==> config.mk <==
export PLATFORM = sky130hd
export DESIGN_NAME = loopback_ring_router_flat
export DESIGN_NICKNAME = d
export VERILOG_FILES = /design/src/rtl/loopback_ring_router_pkg.sv /design/src/rtl/loopback_ring_router_if.sv /design/src/rtl/loopback_ring_router_in_fifo.sv /design/src/rtl/loopback_ring_router.sv /design/src/flat_wrapper.sv
export SDC_FILE = /design/constraint.sdc
export NUM_CORES = 2
export LEC_CHECK = 0
export CORE_MARGIN = 4
export CORE_UTILIZATION = 42
export DETAILED_ROUTE_END_ITERATION = 10
export PLACE_DENSITY = 0.69
export SYNTH_ARGS = -nofsm -noshare
export SYNTH_HDL_FRONTEND = slang
export SYNTH_SLANG_ARGS = --single-unit
==> constraint.sdc <==
create_clock -name CLK -period 5.6 [get_ports CLK]
set_clock_uncertainty 0.05 [all_clocks]
set_input_delay 0.84 -clock CLK [delete_from_list [all_inputs] [get_ports CLK]]
set_output_delay 0.84 -clock CLK [all_outputs]
set_load 0.02 [all_outputs]
==> src/rtl/loopback_ring_router_pkg.sv <==
// Shared constants for the loopback ring router and the benches that drive it.
// Packet bit 0 is the MSB; VC_BIT and DEST_POS count from that end.
package loopback_ring_router_pkg;

  localparam int unsigned VC_BIT       = 0;
  localparam int unsigned DEST_POS_DEF = 16;
  localparam int unsigned DATA_W_DEF   = 64;
  localparam int unsigned NPORTS_DEF   = 4;
  localparam int unsigned DEPTH_DEF    = 4;

  function automatic int unsigned wrap_port(int unsigned v, int unsigned n);
    return v % n;
  endfunction

endpackage

==> src/rtl/loopback_ring_router_if.sv <==
// Multi-port packet bus: one send/rdy pair and one DATA_W slice per port.
// master drives packets, slave accepts them.
interface loopback_ring_router_if #(
  parameter int unsigned NPORTS = 4,
  parameter int unsigned DATA_W = 64
);
  logic [NPORTS-1:0]        send;
  logic [NPORTS-1:0]        rdy;
  logic [NPORTS*DATA_W-1:0] data;

  modport master (output send, output data, input rdy);
  modport slave  (input send, input data, output rdy);
endinterface

==> src/rtl/loopback_ring_router_in_fifo.sv <==
// Per-input circular packet buffer with wrapping pointers and an occupancy count.
// Callers only push when not full and only pop when not empty.
module loopback_ring_router_in_fifo #(
  parameter int unsigned DATA_W = 64,
  parameter int unsigned DEPTH  = 4
) (
  input  logic              CLK,
  input  logic              RESET,
  input  logic              push,
  input  logic              pop,
  input  logic [DATA_W-1:0] wdata,
  output logic [DATA_W-1:0] head,
  output logic              full,
  output logic              empty
);
  localparam int unsigned AW = $clog2(DEPTH);
  localparam int unsigned CW = AW + 1;
  localparam logic [CW-1:0] FULL_CNT = CW'(DEPTH);

  logic [DATA_W-1:0] mem_q [DEPTH];
  logic [AW-1:0]     wr_ptr_q, rd_ptr_q;
  logic [CW-1:0]     count_q;

  assign full  = (count_q == FULL_CNT);
  assign empty = (count_q == '0);
  assign head  = mem_q[rd_ptr_q];

  always_ff @(posedge CLK) begin
    if (RESET) begin
      wr_ptr_q <= '0;
      rd_ptr_q <= '0;
      count_q  <= '0;
    end else begin
      if (push) wr_ptr_q <= wr_ptr_q + AW'(1);
      if (pop)  rd_ptr_q <= rd_ptr_q + AW'(1);
      if (push && !pop) begin
        count_q <= count_q + CW'(1);
      end else if (pop && !push) begin
        count_q <= count_q - CW'(1);
      end
    end
  end

  always_ff @(posedge CLK) begin
    if (push) mem_q[wr_ptr_q] <= wdata;
  end

endmodule

==> src/rtl/loopback_ring_router.sv <==
// NPORTS-way packet router: per-input FIFOs, per-output round-robin arbitration,
// injection gated by an alternating even/odd virtual-channel polarity.
module loopback_ring_router
  import loopback_ring_router_pkg::*;
#(
  parameter int unsigned DATA_W   = DATA_W_DEF,
  parameter int unsigned NPORTS   = NPORTS_DEF,
  parameter int unsigned DEPTH    = DEPTH_DEF,
  parameter int unsigned DEST_POS = DEST_POS_DEF
) (
  input  logic                   CLK,
  input  logic                   RESET,
  loopback_ring_router_if.slave  in_if,
  loopback_ring_router_if.master out_if,
  output logic                   polarity,
  output logic [15:0]            err_cnt
);
  localparam int unsigned PW = $clog2(NPORTS);
  // Packet bit i lives at vector bit DATA_W-1-i (bit 0 = MSB).
  localparam int unsigned VC_IDX   = DATA_W - 1 - VC_BIT;
  localparam int unsigned DEST_MSB = DATA_W - 1 - DEST_POS;

  logic [NPORTS-1:0]        full, empty, push, pop;
  logic [DATA_W-1:0]        head    [NPORTS];
  logic [PW-1:0]            dest    [NPORTS];
  logic [NPORTS-1:0]        req     [NPORTS];
  logic [NPORTS-1:0]        gnt_vld;
  logic [PW-1:0]            gnt_idx [NPORTS];
  logic [PW-1:0]            rr_q    [NPORTS];
  logic [PW-1:0]            cand;
  logic                     polarity_q;
  logic [15:0]              err_cnt_q, err_cnt_d;
  logic [16:0]              err_sum;
  logic [NPORTS-1:0]        out_send_q;
  logic [NPORTS*DATA_W-1:0] out_data_q;

  assign push      = in_if.send & ~full;
  assign in_if.rdy = ~full;

  for (genvar p = 0; p < NPORTS; p++) begin : g_port
    loopback_ring_router_in_fifo #(
      .DATA_W(DATA_W),
      .DEPTH (DEPTH)
    ) u_fifo (
      .CLK  (CLK),
      .RESET(RESET),
      .push (push[p]),
      .pop  (pop[p]),
      .wdata(in_if.data[p*DATA_W +: DATA_W]),
      .head (head[p]),
      .full (full[p]),
      .empty(empty[p])
    );
    assign dest[p] = PW'(wrap_port(32'(head[p][DEST_MSB -: PW]), NPORTS));
  end

  // req[q][p]: input p's eligible head wants output q.
  always_comb begin
    for (int q = 0; q < NPORTS; q++) begin
      for (int p = 0; p < NPORTS; p++) begin
        req[q][p] = ~empty[p] & (head[p][VC_IDX] == polarity_q) & (dest[p] == PW'(q));
      end
    end
  end

  always_comb begin
    gnt_vld = '0;
    cand    = '0;
    for (int q = 0; q < NPORTS; q++) gnt_idx[q] = '0;
    for (int q = 0; q < NPORTS; q++) begin
      if (out_if.rdy[q]) begin
        for (int i = 0; i < NPORTS; i++) begin
          cand = PW'(wrap_port(32'(rr_q[q]) + 32'(i), NPORTS));
          if (!gnt_vld[q] && req[q][cand]) begin
            gnt_vld[q] = 1'b1;
            gnt_idx[q] = cand;
          end
        end
      end
    end
  end

  always_comb begin
    pop = '0;
    for (int q = 0; q < NPORTS; q++) begin
      if (gnt_vld[q]) pop[gnt_idx[q]] = 1'b1;
    end
  end

  always_comb begin
    err_sum = {1'b0, err_cnt_q};
    for (int p = 0; p < NPORTS; p++) begin
      err_sum = err_sum + 17'(in_if.send[p] & full[p]);
    end
    err_cnt_d = err_sum[16] ? 16'hFFFF : err_sum[15:0];
  end

  always_ff @(posedge CLK) begin
    if (RESET) begin
      polarity_q <= 1'b0;
      err_cnt_q  <= '0;
      out_send_q <= '0;
      out_data_q <= '0;
      for (int q = 0; q < NPORTS; q++) rr_q[q] <= '0;
    end else begin
      polarity_q <= ~polarity_q;
      err_cnt_q  <= err_cnt_d;
      out_send_q <= gnt_vld;
      for (int q = 0; q < NPORTS; q++) begin
        if (gnt_vld[q]) begin
          out_data_q[q*DATA_W +: DATA_W] <= head[gnt_idx[q]];
          rr_q[q] <= PW'(wrap_port(32'(gnt_idx[q]) + 32'd1, NPORTS));
        end
      end
    end
  end

  assign out_if.send = out_send_q;
  assign out_if.data = out_data_q;
  assign polarity    = polarity_q;
  assign err_cnt     = err_cnt_q;

endmodule
==> src/flat_wrapper.sv <==
// flat-port wrapper written by rule: the top's interface ports become plain ports
module loopback_ring_router_flat import loopback_ring_router_pkg::*;
#(
  parameter int unsigned DATA_W   = DATA_W_DEF,
  parameter int unsigned NPORTS   = NPORTS_DEF,
  parameter int unsigned DEPTH    = DEPTH_DEF,
  parameter int unsigned DEST_POS = DEST_POS_DEF
)
  (CLK, RESET, polarity, err_cnt, in_if_send, in_if_data, in_if_rdy, out_if_send, out_if_data, out_if_rdy);
  loopback_ring_router_if #(.NPORTS(NPORTS), .DATA_W(DATA_W)) in_if_i ();
  loopback_ring_router_if #(.NPORTS(NPORTS), .DATA_W(DATA_W)) out_if_i ();
  input  logic CLK;
  input  logic RESET;
  output logic polarity;
  output logic [15:0] err_cnt;
  input wire logic [$bits(in_if_i.send)-1:0] in_if_send;
  input wire logic [$bits(in_if_i.data)-1:0] in_if_data;
  output wire logic [$bits(in_if_i.rdy)-1:0] in_if_rdy;
  output wire logic [$bits(out_if_i.send)-1:0] out_if_send;
  output wire logic [$bits(out_if_i.data)-1:0] out_if_data;
  input wire logic [$bits(out_if_i.rdy)-1:0] out_if_rdy;
  assign in_if_i.send = in_if_send;
  assign in_if_i.data = in_if_data;
  assign in_if_rdy = in_if_i.rdy;
  assign out_if_send = out_if_i.send;
  assign out_if_data = out_if_i.data;
  assign out_if_i.rdy = out_if_rdy;
  loopback_ring_router #(.DATA_W(DATA_W), .NPORTS(NPORTS), .DEPTH(DEPTH), .DEST_POS(DEST_POS)) u_core (.CLK(CLK), .RESET(RESET), .in_if(in_if_i), .out_if(out_if_i), .polarity(polarity), .err_cnt(err_cnt));
endmodule
* Yosys cells after proc, flatten, opt, wreduce, memory -nomap -nowiden *
Memory sizes are Yosys's and may differ from the RTL's. A register that Yosys moved wholly into a read port is not among the register bits.
Index checks and enable logic that the tools add are counted.

word-level totals
  memories kept = 5
  word-level logic and storage cells = 357
  register bits = 305
  output and inout port bits = 281
  bits in latches = 0
  ROM bits = 0
  RAM bits = 1032
  bits of input ports = 266

operators by class
  bitwise gates (word level) = 42
  reductions and logical operators = 56
  shift operators = 0
  muxes and demuxes = 151
  multiply operators = 0
  equality and inequality tests = 20
  $add $sub $neg = 36
  divide/modulo/power cells = 0
  $lt $le $gt $ge = 28

memory list
  memory                         depth  bits a word  read ports  clocked after memory_dff  write ports  line                                text
  u_core.g_port[0].u_fifo.mem_q  4      64           1           1                         1            loopback_ring_router_in_fifo.sv:20  logic [DATA_W-1:0] mem_q [DEPTH];
  u_core.g_port[1].u_fifo.mem_q  4      64           1           1                         1            loopback_ring_router_in_fifo.sv:20
  u_core.g_port[2].u_fifo.mem_q  4      64           1           1                         1            loopback_ring_router_in_fifo.sv:20
  u_core.g_port[3].u_fifo.mem_q  4      64           1           1                         1            loopback_ring_router_in_fifo.sv:20
  u_core.rr_q                    4      2            4           0                         4            loopback_ring_router.sv:29          logic [PW-1:0] rr_q [NPORTS];

operators by type and width
  operator             number
  $bmux 64 s2          4
  $mux 64              8
  $mux 1               74
  $mux 2               32
  $lt 2x3->1 const B   20
  $add 17x17->17       3
  $add 2x1->2 const B  16
  $bmux 1 s2           16
  $and 1x1->1          24
  $logic_and 1x1->1    24
  $mux 3               8
  $logic_not 1->1      20
  $add 16x17->17       1
  $add 2x2->2 const B  8
  $eq 2x2->1 const B   8
  $mux 16              1
  $mux 4               4
  $add 3x1->3 const B  4
  $eq 3x3->1 const B   4
  $ge 3x3->1 const B   4
  $logic_not 3->1      4
  $not 2->3            4
  $or 4x4->4           3
  $sub 3x1->3 const B  4
  10 further kinds     35

* Logic depth before layout (Yosys ltp) *
  depth after elaboration = 34
  gate-level depth with buffers = 20
  mapped depth without buffers = 16

* By module *
From an unflattened synthesis, not the netlist that was laid out.

unflattened totals
  cell total of the unflattened synthesis = 3722
  area total of the unflattened synthesis = 58267.1 um2

modules (own cells, without submodules)
  module                        seq. area each (um2)  instances  area an instance (um2)  cells each
  loopback_ring_router_in_fifo  7867.5                4          9739.3                  378
  loopback_ring_router          5785.5                1          19309.8                 2210

* Worst setup path after synthesis *
OpenSTA, ideal clock, no wires.

  kind = register to register
  start = reg with a tool-made name
  end = reg u_core.g_port[0].u_fifo.count_q[2]
  required time = 5480 ps
  stages on the path, launching flop included = 21
  period minus slack after synthesis = 5429 ps
  library setup time = 70 ps
  buffers on the path = 4
  setup slack = 171 ps
  arrival = 5309 ps
  cells stage by stage = dfxtp_1 > buf_2 > mux4_2 > xor2_1 > or3_1 > and3_1 > nor4_1 > buf_2 > buf_2 > buf_2 > inv_1 > ha_1 > nand2_1 > a41oi_1 > a2111oi_0 > ha_1 > inv_1 > fa_1 > xor2_1 > or3_1 > a21oi_1

RTL lines
  what                  line                                text
  end signal, assigned  loopback_ring_router_in_fifo.sv:37  count_q <= count_q + CW'(1);
  end signal, assigned  loopback_ring_router_in_fifo.sv:39  count_q <= count_q - CW'(1);
  end, declared         loopback_ring_router_in_fifo.sv:22  logic [CW-1:0] count_q;

==> flow_summary.ini <==
[layout]
post-route-util = 0.5178
final_cell_mix = edfxtp_1, clkdlybuf4s50_1, mux2i_1
multiInputGateArea_sq_um = 16640
fillers = 10640
regArea_sq_um = 37290
layout_commonest_cell = edfxtp_1
drive_above_1_share = 0.1502
area_growth_pct = 22.49
finish.net_count = 4081

[timing]
finalHoldViolations = 0
finalCritPeriodShare = 0.9519
worst_pin_slew_ns = 1.271
rsz0062_at_grt = false
fmax_mhz = 187.6
finalSetupViolCount = 0
relSlewSlack = 0.1528
finalSetupTns_ns = 0
maxSlewViolCount = 0
period_minus_slack_ns = 5.330

[clock_tree]
path_clk_slew_ns = 0.06
ctsLongestPathBuffers = 3
post_cts_buffers = 0
post_cts_resized = 0
holdBufCountCts = 0
cts_made_buffers = 145
cts_tree = yes
cts.sinks = 1345
clkLatencyLatePin_ns = 0.79
h-tree-depth = 4
cts_root_buf = clkbuf_16

[die]
rows = 132
die_x_microns = 369
initial_core_util = 0.4227
die_y_microns = 369
coreArea_sq_um = 129500
ios = 547
die-area_sq_um = 136200

[yosys]
synth_edf_count = 1032
ys_ff_latch = 1345
synth_fp_nets = 3519
synth_cells = 3209
ys_async_sr_fraction = 0
yosysWarnings = 0
synth-main-ff-cell = edfxtp_1
ys_seq_area_frac = 0.6807
yosysUniqueCellTypes = 59
postSynthAreaPerCell_sq_um = 17.06
syn_area_sq_um = 54730

[place]
io_buffers = 546
hpwl_microns = 114100
gp_congestion = 0.8848

[hold_path]
min_from = u_core.out_if.data[175]
min_path_type = reg -> reg

[outcome]
status = finished, final reports clean

[routing]
wl_microns = 174900
wl_per_cell_microns = 30.79
ant_nets = 0
vias = 33560
drc = 0
viasPerCell = 5.908
first_pass_iters = 6
dr.first_iter.drc_count = 3735

[worst_setup_path]
crit_fanout = 12
crit_type = reg -> reg
path_cells = mux4_2 -> xor2_1 -> buf_4 -> or4b_1 -> a41o_1 -> nor4_4 -> inv_6 -> ha_1 -> nand2_1 -> a41oi_1 -> a2111oi_1 -> buf_4 -> ha_1 -> inv_1 -> fa_1 -> xor2_1 -> or3_1 -> a21oi_1
cp.arrival_ns = 5.99
cp-start-kind = flop
cp.required_ns = 6.26
worst_setup_path_end_kind = flop
slowest_delay_ns = 0.70
cp_slowest_cell = or4b_1

[power]
p_int_mw = 21.20
swShare = 0.3195
leakagePower_nw = 22.73
p_seq_frac = 0.422
comb_power_share = 0.277
powerDensity_nw_per_um2 = 464.8
clockPowerShare = 0.301
irDropWorstVdd_mv = 0.3021
switchingPower_mw = 9.956

[run]
maxCapViolations = 0

[grt]
overflow = 0
grt_use_total = 0.2531
grt_pass1_vias = 33330
antenna_found_initial = 70
grt_max_degree = 63
grt_pass1_wl_microns = 246600
## metrics by stage
stage          instance area (sq um)  cells  hold WS (ns)  power, mW  setup slack [ns]
2_1_floorplan                  54740   3209        0.4091      18.12            0.1708
3_3_place_gp                   62300   5366        0.3861      21.75            0.1929
3_5_place_dp                   62300   5366        0.3901      21.89            0.1730
4_1_cts                        66930   5636        0.3978      31.27            0.1270
5_1_grt                        67000   5663        0.4362      32.35           0.02047
6_report                       67050   5680        0.3943      31.16            0.2695
## worst max-delay path, delay by kind of cell (launching register included)
family          cells  cell delay [ns]
fa+ha+maj           3             0.79
flops               1             0.38
xor+xnor            2             0.38
mux                 1             0.63
buf+inv             4             0.59
simple gates        4             1.41
compound gates      4             1.01
## state kept, by name (all words and copies together) (netlist names), named ones only
name	flops
u_core.err_cnt	16
u_core.g_port.u_fifo.count_q	12
u_core.g_port.u_fifo.mem_q	1024
u_core.g_port.u_fifo.rd_ptr_q	8
u_core.g_port.u_fifo.wr_ptr_q	8
u_core.out_if.data	256
u_core.out_if.send	4
u_core.polarity	1
u_core.rr_q	8
## cell families (layout without fill, tap and decap cells)
family / after synthesis / after routing / synth area share
flops: 1345 / 1345 / 0.6807
fa+ha+maj: 44 / 44 / 0.01102
mux: 760 / 760 / 0.1975
buf+inv: 248 / 933 / 0.01884
simple gates: 447 / 447 / 0.03623
xor+xnor: 34 / 34 / 0.005440
other cells: 0 / 44 / 0
compound gates: 331 / 331 / 0.05031
## final timing paths
| path | endpoint | slack (ns) | cells after the start |
|---|---|---|---|
| max | u_core.g_port[2].u_fifo.count_q[2] | 0.27 | 18 |
| min reg2reg | u_core.out_if.data[175] | 0.39 | 2 |
| max reg2reg | u_core.g_port[2].u_fifo.count_q[2] | 0.27 | 18 |
| min | u_core.out_if.data[175] | 0.39 | 2 |
## power groups by stage
stage / registers [mW] / logic (mW) / clock network [mW]
2_1_floorplan: 13.6 / 4.48 / 0
3_3_place_gp: 13.3 / 8.46 / 0
3_5_place_dp: 13.3 / 8.57 / 0
4_1_cts: 13.1 / 8.61 / 9.53
5_1_grt: 13.2 / 9.15 / 9.96
6_report: 13.1 / 8.62 / 9.39
## cell usage after synthesis (7+ instances only)
cell,count,share of area
o21ai_0,13,0.0012
o221ai_1,248,0.040
edfxtp_1,1032,0.57
and2_1,14,0.0016
mux4_2,256,0.11
buf_1,16,0.0011
xor2_1,16,0.0026
mux2i_1,504,0.092
clkbuf_1,141,0.0097
nor2_1,48,0.0033
a21oi_1,26,0.0024
ha_1,37,0.0085
fa_1,7,0.0026
nor2b_1,8,0.00091
or3_1,18,0.0021
buf_2,41,0.0037
xnor2_1,18,0.0029
nand3_1,16,0.0015
nor3_1,11,0.0010
and3_1,24,0.0027
a41oi_1,12,0.0019
dfxtp_1,313,0.11
nand2_1,279,0.019
inv_1,42,0.0029
## area by class of cell
type / instances / share of cell area
Multi-Input combinational cell: 1616 / 0.2482
Tap cell: 1742 / 0.03251
Antenna cell: 44 / 0.001642
Clock inverter: 65 / 0.009368
Clock buffer: 205 / 0.05975
Timing Repair Buffer: 620 / 0.08997
Sequential cell: 1345 / 0.5561
Inverter: 43 / 0.002482
## metal layers
metal | vias up | GRT usage | part of all wire
met5 | - | 0 | 0.0014
met4 | 38 | 0.08371 | 0.028
met3 | 325 | 0.08163 | 0.10
met2 | 1598 | 0.3868 | 0.46
met1 | 17460 | 0.3438 | 0.41
li1 | 14140 | - | -
Power figures use the tool's default switching activity.
